===== src/rtl/muldiv_unit.sv =====
// rtl/muldiv_unit.sv - iterative 32-bit multiply/divide unit with HI/LO registers
//
// Purpose: sequential MULT/MULTU/DIV/DIVU engine. One operation takes 34 edges
// from acceptance to return to IDLE: 32 iteration edges, a sign-fix edge that
// writes HI/LO, and one DONE edge. HI/LO can also be loaded directly (MTHI/MTLO)
// while idle, and read back through Rdata (MFHI/MFLO).
//
// Ports:
//   CLK    in   clock, rising edge
//   RST    in   synchronous active-high reset
//   Start  in   request operation (sampled in IDLE only)
//   Op     in   2  00 MULT, 01 MULTU, 10 DIV, 11 DIVU
//   Rs     in   32 operand A (multiplicand / dividend), MTHI/MTLO data
//   Rt     in   32 operand B (multiplier / divisor)
//   WrHi   in   load Rs into HI (IDLE only)
//   WrLo   in   load Rs into LO (IDLE only)
//   RdHi   in   Rdata select: 1 = HI, 0 = LO
//   Busy   out  state != IDLE
//   Done   out  one-cycle pulse after HI/LO are written
//   Hi     out  32 HI register
//   Lo     out  32 LO register
//   Rdata  out  32 RdHi ? Hi : Lo
module muldiv_unit (
   input  logic        CLK,
   input  logic        RST,
   input  logic        Start,
   input  logic [1:0]  Op,
   input  logic [31:0] Rs,
   input  logic [31:0] Rt,
   input  logic        WrHi,
   input  logic        WrLo,
   input  logic        RdHi,
   output logic        Busy,
   output logic        Done,
   output logic [31:0] Hi,
   output logic [31:0] Lo,
   output logic [31:0] Rdata
);

   typedef enum logic [1:0] {IDLE, RUN, FIX, DONE} state_t;

   state_t      state;
   logic        op_div;     // Op[1]: divide when set
   logic [4:0]  cnt;
   logic [31:0] m;          // multiplicand magnitude or divisor magnitude
   logic [63:0] p;          // mult: {partial sum, multiplier}; div: {remainder, dividend/quotient}
   logic        neg_res;    // operand signs differ (signed ops only)
   logic        neg_rem;    // dividend negative (signed ops only)
   logic        div_zero;

   // Operand magnitudes; Op[0]=0 selects the signed variants.
   logic        a_neg, b_neg;
   logic [31:0] a_mag, b_mag;

   assign a_neg = ~Op[0] & Rs[31];
   assign b_neg = ~Op[0] & Rt[31];
   assign a_mag = a_neg ? -Rs : Rs;
   assign b_mag = b_neg ? -Rt : Rt;

   // One shift-add step: add multiplicand to the upper half when the current
   // multiplier bit is set, then shift the whole 65-bit quantity right.
   logic [32:0] mul_sum;
   logic [63:0] mul_next;

   assign mul_sum  = {1'b0, p[63:32]} + (p[0] ? {1'b0, m} : 33'd0);
   assign mul_next = {mul_sum, p[31:1]};

   // One restoring-division step: the trial remainder is the current
   // remainder shifted left with the next dividend bit brought in. A borrow
   // in bit 33 means the divisor does not fit, so the remainder is kept.
   logic [33:0] div_diff;
   logic [63:0] div_next;

   assign div_diff = {1'b0, p[63:32], p[31]} - {2'b0, m};
   assign div_next = div_diff[33] ? {p[62:0], 1'b0}
                                  : {div_diff[31:0], p[30:0], 1'b1};

   // Final sign correction applied in FIX.
   logic [63:0] prod_fix;
   logic [31:0] quo_fix, rem_fix;

   assign prod_fix = neg_res ? -p : p;
   // A zero divisor leaves an all-ones quotient and the dividend magnitude as
   // remainder; the quotient is forced so that signed ops also read all-ones.
   assign quo_fix  = div_zero ? 32'hFFFF_FFFF : (neg_res ? -p[31:0] : p[31:0]);
   assign rem_fix  = neg_rem ? -p[63:32] : p[63:32];

   always_ff @(posedge CLK) begin
      if (RST) begin
         state    <= IDLE;
         op_div   <= 1'b0;
         cnt      <= 5'd0;
         m        <= 32'd0;
         p        <= 64'd0;
         neg_res  <= 1'b0;
         neg_rem  <= 1'b0;
         div_zero <= 1'b0;
         Hi       <= 32'd0;
         Lo       <= 32'd0;
         Done     <= 1'b0;
      end else begin
         case (state)
            IDLE: begin
               Done <= 1'b0;
               if (Start) begin
                  // Start takes priority; any simultaneous MTHI/MTLO is dropped.
                  state    <= RUN;
                  op_div   <= Op[1];
                  cnt      <= 5'd0;
                  m        <= Op[1] ? b_mag : a_mag;
                  p        <= Op[1] ? {32'd0, a_mag} : {32'd0, b_mag};
                  neg_res  <= a_neg ^ b_neg;
                  neg_rem  <= a_neg;
                  div_zero <= (Rt == 32'd0);
               end else begin
                  if (WrHi) Hi <= Rs;
                  if (WrLo) Lo <= Rs;
               end
            end
            RUN: begin
               p   <= op_div ? div_next : mul_next;
               cnt <= cnt + 5'd1;
               if (cnt == 5'd31) state <= FIX;
            end
            FIX: begin
               if (op_div) begin
                  Hi <= rem_fix;
                  Lo <= quo_fix;
               end else begin
                  Hi <= prod_fix[63:32];
                  Lo <= prod_fix[31:0];
               end
               Done  <= 1'b1;
               state <= DONE;
            end
            DONE: begin
               Done  <= 1'b0;
               state <= IDLE;
            end
            default: state <= IDLE;
         endcase
      end
   end

   assign Busy  = (state != IDLE);
   assign Rdata = RdHi ? Hi : Lo;

endmodule


===== config.mk =====
export PLATFORM = sky130hd
export DESIGN_NAME = muldiv_unit
export DESIGN_NICKNAME = d
export VERILOG_FILES = /design/src/rtl/muldiv_unit.sv
export SDC_FILE = /design/constraint.sdc
export NUM_CORES = 1
export LEC_CHECK = 0
export ABC_AREA = 1
export BUFFER_PORTS_ARGS = -buffer_cell sky130_fd_sc_hd__buf_2
export CAP_MARGIN = 0
export CORE_MARGIN = 2
export CORE_UTILIZATION = 35
export DETAILED_ROUTE_END_ITERATION = 10
export PLACE_DENSITY = 0.58
export SLEW_MARGIN = 10
export SYNTH_ARGS = -nofsm -noshare
export SYNTH_HDL_FRONTEND = slang
export SYNTH_SLANG_ARGS = --single-unit

===== constraint.sdc =====
create_clock -name CLK -period 2.6 [get_ports CLK]
set_clock_uncertainty 0.05 [all_clocks]
set_input_delay 0.13 -clock CLK [delete_from_list [all_inputs] [get_ports CLK]]
set_output_delay 0.13 -clock CLK [all_outputs]
set_load 0.01 [all_outputs]

## Yosys cells after proc, flatten, opt, wreduce, memory -nomap -nowiden

Cells that the tools add are included.

- Register bits: 172
- Latch bits: 0
- Memory bits (writable): 0
- ROM bits: 0
- Input port bits: 72
- Output and inout bits: 98
- Logic and storage cells: 72
- Memories: 0

- $add $sub $neg: 8
- Multiply operators: 0
- Divide/modulo/power cells: 0
- Order comparisons: 0
- Eq/ne operators: 9
- Shifts and indexed selects: 0
- Muxes and demuxes: 28
- Bitwise operators: 4
- Reduce and logical (&&, ||, !) cells: 12

Operator list:

| kind | number |
|---|---|
| 32-bit two-way mux | 15 |
| 64-bit two-way mux | 4 |
| 32-bit negator | 4 |
| 32-bit case mux with 2 select lines | 2 |
| 64-bit case mux with 2 select lines | 1 |
| 64-bit negator | 1 |
| 33-bit by 32-bit subtractor with 34-bit output | 1 |
| 32-bit by 32-bit adder with 33-bit output | 1 |
| 32-bit zero test | 1 |
| 2-bit != test (second input constant) | 5 |
| 5-bit case mux with 2 select lines | 1 |
| 2-bit case mux with 4 select lines | 1 |
| 2-bit nonzero test | 4 |
| 2-bit AND reduction | 3 |
| 3-bit AND reduction | 2 |
| 5-bit by 1-bit adder with 5-bit output (second input constant) | 1 |
| 5-bit == test (second input constant) | 1 |
| 5-bit two-way mux | 1 |
| 2-bit == test (second input constant) | 2 |
| 2-bit two-way mux | 2 |
| 1-bit bitwise AND | 2 |
| 2-bit by 1-bit == test with 1-bit output (second input constant) | 1 |
| 2-bit zero test | 1 |
| 1-bit case mux with 2 select lines | 1 |
| other kinds (3) | 3 |

## Depth between registers and ports, before layout

- Depth in word-level cells: 6
- Mapped depth: 21
- Depth with buffers taken out: 19

## Worst setup path before layout

Ideal clock, no wire load.

- Path kind: register to register
- From: reg p[0]
- To: reg p[59]
- Library setup time: 0.067 ns
- Arrival time: 2.467 ns
- Required time: 2.483 ns
- Setup slack: 0.015 ns
- Stages on the path, launching flop included: 21
- Path buffers: 2
- Clock period less this slack: 2.585 ns
- Path through: dfxtp_1 -> buf_2 -> clkbuf_1 -> nand2_1 -> inv_1 -> ha_1 -> inv_1 -> fa_1 -> inv_1 -> nand3_1 -> nand3_1 -> nand2_1 -> nand2_1 -> nand2_1 -> nand2_1 -> nand2_1 -> a21oi_1 -> nor2_1 -> nor2_1 -> nand2_1 -> a21oi_2

- Longest elaborated chain between the ends: 4

RTL lines:

| what | line | RTL |
|---|---|---|
| from (decl) | 46 | `logic [63:0] p;` |
| from (signal assigned) | 111 | `p <= Op[1] ? {32'd0, a_mag} : {32'd0, b_mag};` |
| from (signal assigned) | 121 | `p <= op_div ? div_next : mul_next;` |
| 32-bit two-way mux | 65 | `assign mul_sum = {1'b0, p[63:32]} + (p[0] ? {1'b0, m} : 33'd0);` |
| 32-bit by 32-bit adder with 33-bit output | 65 |  |
| 64-bit two-way mux | 121 |  |
| 64-bit case mux with 2 select lines | 102 | `case (state)` |

No other way between the ends.
A chain may end at the register's enable or synchronous reset.

## Worst setup path after layout

- From: reg p[44]
- To: reg p[57]

- Longest elaborated chain between the ends: 4
- Elaborated cells between the ends (all ways): 5
- Classes of those cells: add/sub: 2; mux: 3

RTL lines:

| what | line | RTL |
|---|---|---|
| 33-bit by 32-bit subtractor with 34-bit output | 74 | `assign div_diff = {1'b0, p[63:32], p[31]} - {2'b0, m};` |
| 64-bit two-way mux | 75 | `assign div_next = div_diff[33] ? {p[62:0], 1'b0}` |
| 64-bit two-way mux * | 121 |  |
| 64-bit case mux with 2 select lines * | 102 |  |

Mark *: on every way between the ends. The rest lies on a longest branch, timed or not.

==> results.py <==
metrics = {
    "clock_network": {
        "cts_htree_levels": 4,
        "insertion_delay_ps": 500,
        "clock-sinks": 172,
        "cts_tree": "yes",
        "cts-root-buf": "clkbuf_16",
        "cts_buffers": 17,
        "clockBufferDepth": 2,
        "cts.clk_slew.worst_paths_ps": 80,
    },
    "sta": {
        "finalMaxSlewViolations": 0,
        "min_period_over_period_pct": 97.38,
        "relSlewSlack_pct": 22.98,
        "hold_viol_final": 0,
        "rsz0062_at_grt": "yes",
        "fmax_ghz": 0.3950,
        "finalSetupViolCount": 0,
        "worst_pin_slew_ps": 1151,
        "min_period_ps": 2532,
    },
    "min_path": {
        "min_path_type": "in -> reg",
        "hold_start": "Rt[31]",
    },
    "layout": {
        "diodes": 0,
        "postLayoutCellArea_um2": 23180,
        "final_nets": 3834,
        "drive_gt1_share_pct": 19.30,
        "fillerInstances": 5711,
        "fin_util_pct": 44.20,
        "area_growth_pct": 24.90,
        "multi_input_area_um2": 13390,
        "regArea_um2": 3470,
    },
    "critical_path": {
        "crit_fanout": 6,
        "crit_type": "reg -> reg",
        "cp_top_family": "simple AND/OR/NAND/NOR gates",
        "required_ps": 2970,
        "max_stage_delay_ps": 490,
        "crit_chain": "buf_4 -> ha_2 -> nand2_1 -> inv_1 -> nand2_1 -> nand3_1 -> nand2_1 -> nand2_1 -> a21oi_1 -> nand3_1 -> nand3_1 -> nand2_1 -> inv_1 -> nand2_1 -> a21oi_2",
        "startpoint_type": "flop",
        "path_common_cell": "nand2_1",
        "reg2reg_from": "p[44]",
        "reg2reg_slack_ps": 70,
        "arrival_ps": 2900,
        "worst-path-buf-inv": 3,
        "critPathLaunch": "p[44]",
        "endpoint_kind": "flop",
        "crit_path_top_delay_cell": "dfxtp_1",
    },
    "floorplanning": {
        "coreArea_um2": 52450,
        "ios": 170,
        "rows": 84,
        "die_y_um": 234.3,
        "fp.dieW_um": 234.3,
        "start_util_pct": 35.39,
        "dieArea_um2": 54890,
    },
    "yosys": {
        "ys_dominant_reg_cell": "dfxtp_1",
        "syn_nets": 3501,
        "synth_top_cell_area_share_pct": 19.15,
        "postSynthAreaPerCell_um2": 5.535,
        "synth_fa_ha_area_share_pct": 5.204,
        "synth_edf_count": 0,
        "synth_cell_type_count": 55,
        "synthSimpleGateAreaFrac_pct": 41.00,
        "synthTopCellsByArea": "nand2_1 (19%), dfxtp_1 (19%), inv_1 (9.1%)",
        "synth_top_family_by_area": "simple AND/OR/NAND/NOR gates",
        "async_flop_share_pct": 0,
        "ys_warn_count": 0,
        "synth_area_um2": 18560,
        "synth-compound-area-share_pct": 18.92,
        "postSynthCellCount": 3353,
        "ys_seq_area_share_pct": 18.55,
        "synth-seq-cells": 172,
        "synth_xor_xnor_area_share_pct": 2.359,
        "muxShareOfSynthArea_pct": 1.517,
        "synth_top_cell_by_area": "nand2_1",
    },
    "drt": {
        "final_antenna_net_count": 0,
        "wl_per_cell_um": 20.54,
        "vias_per_cell": 5.467,
        "num_vias": 23990,
        "drcViolationCount": 0,
        "drtPass1Iterations": 8,
        "drt_iter0_drc": 2902,
        "wl_um": 90110,
    },
    "placement": {
        "place_congestion": 1.042,
        "port_buffers": 169,
        "dp_hpwl_um": 73580,
        "placed_cell_area_um2": 21810,
    },
    "global_route": {
        "grt_pass1_vias": 21410,
        "globalRouteTotalUtil_pct": 32.23,
        "antenna_found_initial": 2,
        "grt_max_degree": 70,
        "grt_overflow_total": 0,
        "grt_pass1_wl_um": 131900,
    },
    "power_and_ir_drop": {
        "leakagePower_uw": 0.01190,
        "ir_worst_vdd_uv": 625.1,
        "power.density_nw_per_um2": 836.6,
    },
    "status": {
        "status": "completed",
    },
    "flow_run": {
        "maxCapViolCount": 0,
    },
}
## path summary, 6_finish.rpt
check / end / cells past startpoint
hold / removal: m[31] / 5
setup / recovery: p[57] / 15
setup reg to reg: p[57] / 15
hold reg to reg: Done / 2
## layout by cell type (no fill, tap or decap), types with 11 or more instances in the layout
master,instances
dfxtp_1,153
buf_2,169
a21oi_2,28
buf_12,11
or2_2,16
nor2_4,11
o21ai_1,14
inv_2,19
ha_2,13
dfxtp_2,18
a21oi_1,242
nand4_1,37
nand3b_1,15
nor2_1,349
ha_4,22
nand3_1,300
o21bai_1,12
ha_1,39
nor3_1,33
o211ai_1,20
xor2_1,47
inv_1,449
buf_4,252
nor2_2,21
nand3_2,22
o21ai_0,260
a31oi_1,21
clkbuf_16,18
nand2_2,31
mux2_2,25
nand2_1,927
## stage by stage
stage               cells  hold WS [ps]  setup slack [ps]  total power (uW)  TNS [ps]
finish               4387         31.06             68.03             19390         0
global route         4387         25.54            -38.26             20660    -299.0
CTS                  4379         2.547             32.29             18680         0
global placement     4340         388.4            -23.51             15840    -39.05
floorplan            3353         238.9             15.14             10960         0
detailed placement   4340         389.0             11.32             15790         0
## state kept, by name, summed over array words and instances, names as in the netlist, 2 cells and up
name	count
cnt	5
state	2
Hi	32
Lo	32
m	32
p	64
## layout make-up
class / count / area share, %
multi-input cells: 2585 / 57.75
repair buffers: 442 / 13.27
flip-flops and latches: 172 / 14.97
clock inverters: 14 / 0.8258
inverters: 468 / 7.578
well taps: 688 / 3.713
clock buffers: 18 / 1.895
## what timing repair did
action | in CTS | in global routing
resized for setup | 1 | 143
pin swaps | 0 | 15
hold buffers | 7 | 0
endpoints found under the setup margin | 2 | 38
hold endpoints to repair | 4 | 0
cloned | 0 | 1
buffers inserted | 0 | 7
## Yosys cell counts (all sizes together) (2+ instances only)
library cell  count
a31oi            21
clkbuf           95
a221oi            8
o21a              2
xnor2             3
inv             467
buf              33
xor2             47
o31ai             7
nand3b           15
and3              2
nand4            37
o211ai           22
mux2             25
o22ai             6
o21bai           13
a21o              5
o21ai           276
and2              8
nor3             41
a21oi           270
ha               74
dfxtp           172
fa                2
nand2           961
a22oi             3
nand3           322
nor4              5
or2              16
o221ai            5
nor2            382
## logic make-up (layout without fill, tap and decap cells)
logic type / after synthesis / after routing
mux: 25 / 25
xor+xnor: 50 / 50
compound gates: 643 / 643
simple gates: 1791 / 1791
fa+ha+maj: 76 / 76
buf+inv: 596 / 942
flops: 172 / 172
## worst register-to-register path, delay by kind of cell (launching register included)
family | cells | cell delay [ps]
buffers and inverters | 3 | 410
AND/OR/NAND/NOR | 9 | 800
AO/OA/AOI/OAI | 2 | 350
flip-flops | 1 | 490
adder cells (fa/ha/maj) | 1 | 340
## per-layer routing
metal	up-vias	global-route usage, %	routed length, um
li1	11560	-	-
met1	11020	44.98	39100
met2	1216	46.16	36840
met3	188	8.670	10440
met4	4	13.73	3710
met5	-	0	23
## report_power, final
part	internal [uW]	switching, uW
logic	4350	8190
registers	3300	694
clock network	1500	1350
No activity file was read; power rests on OpenSTA's default activity.
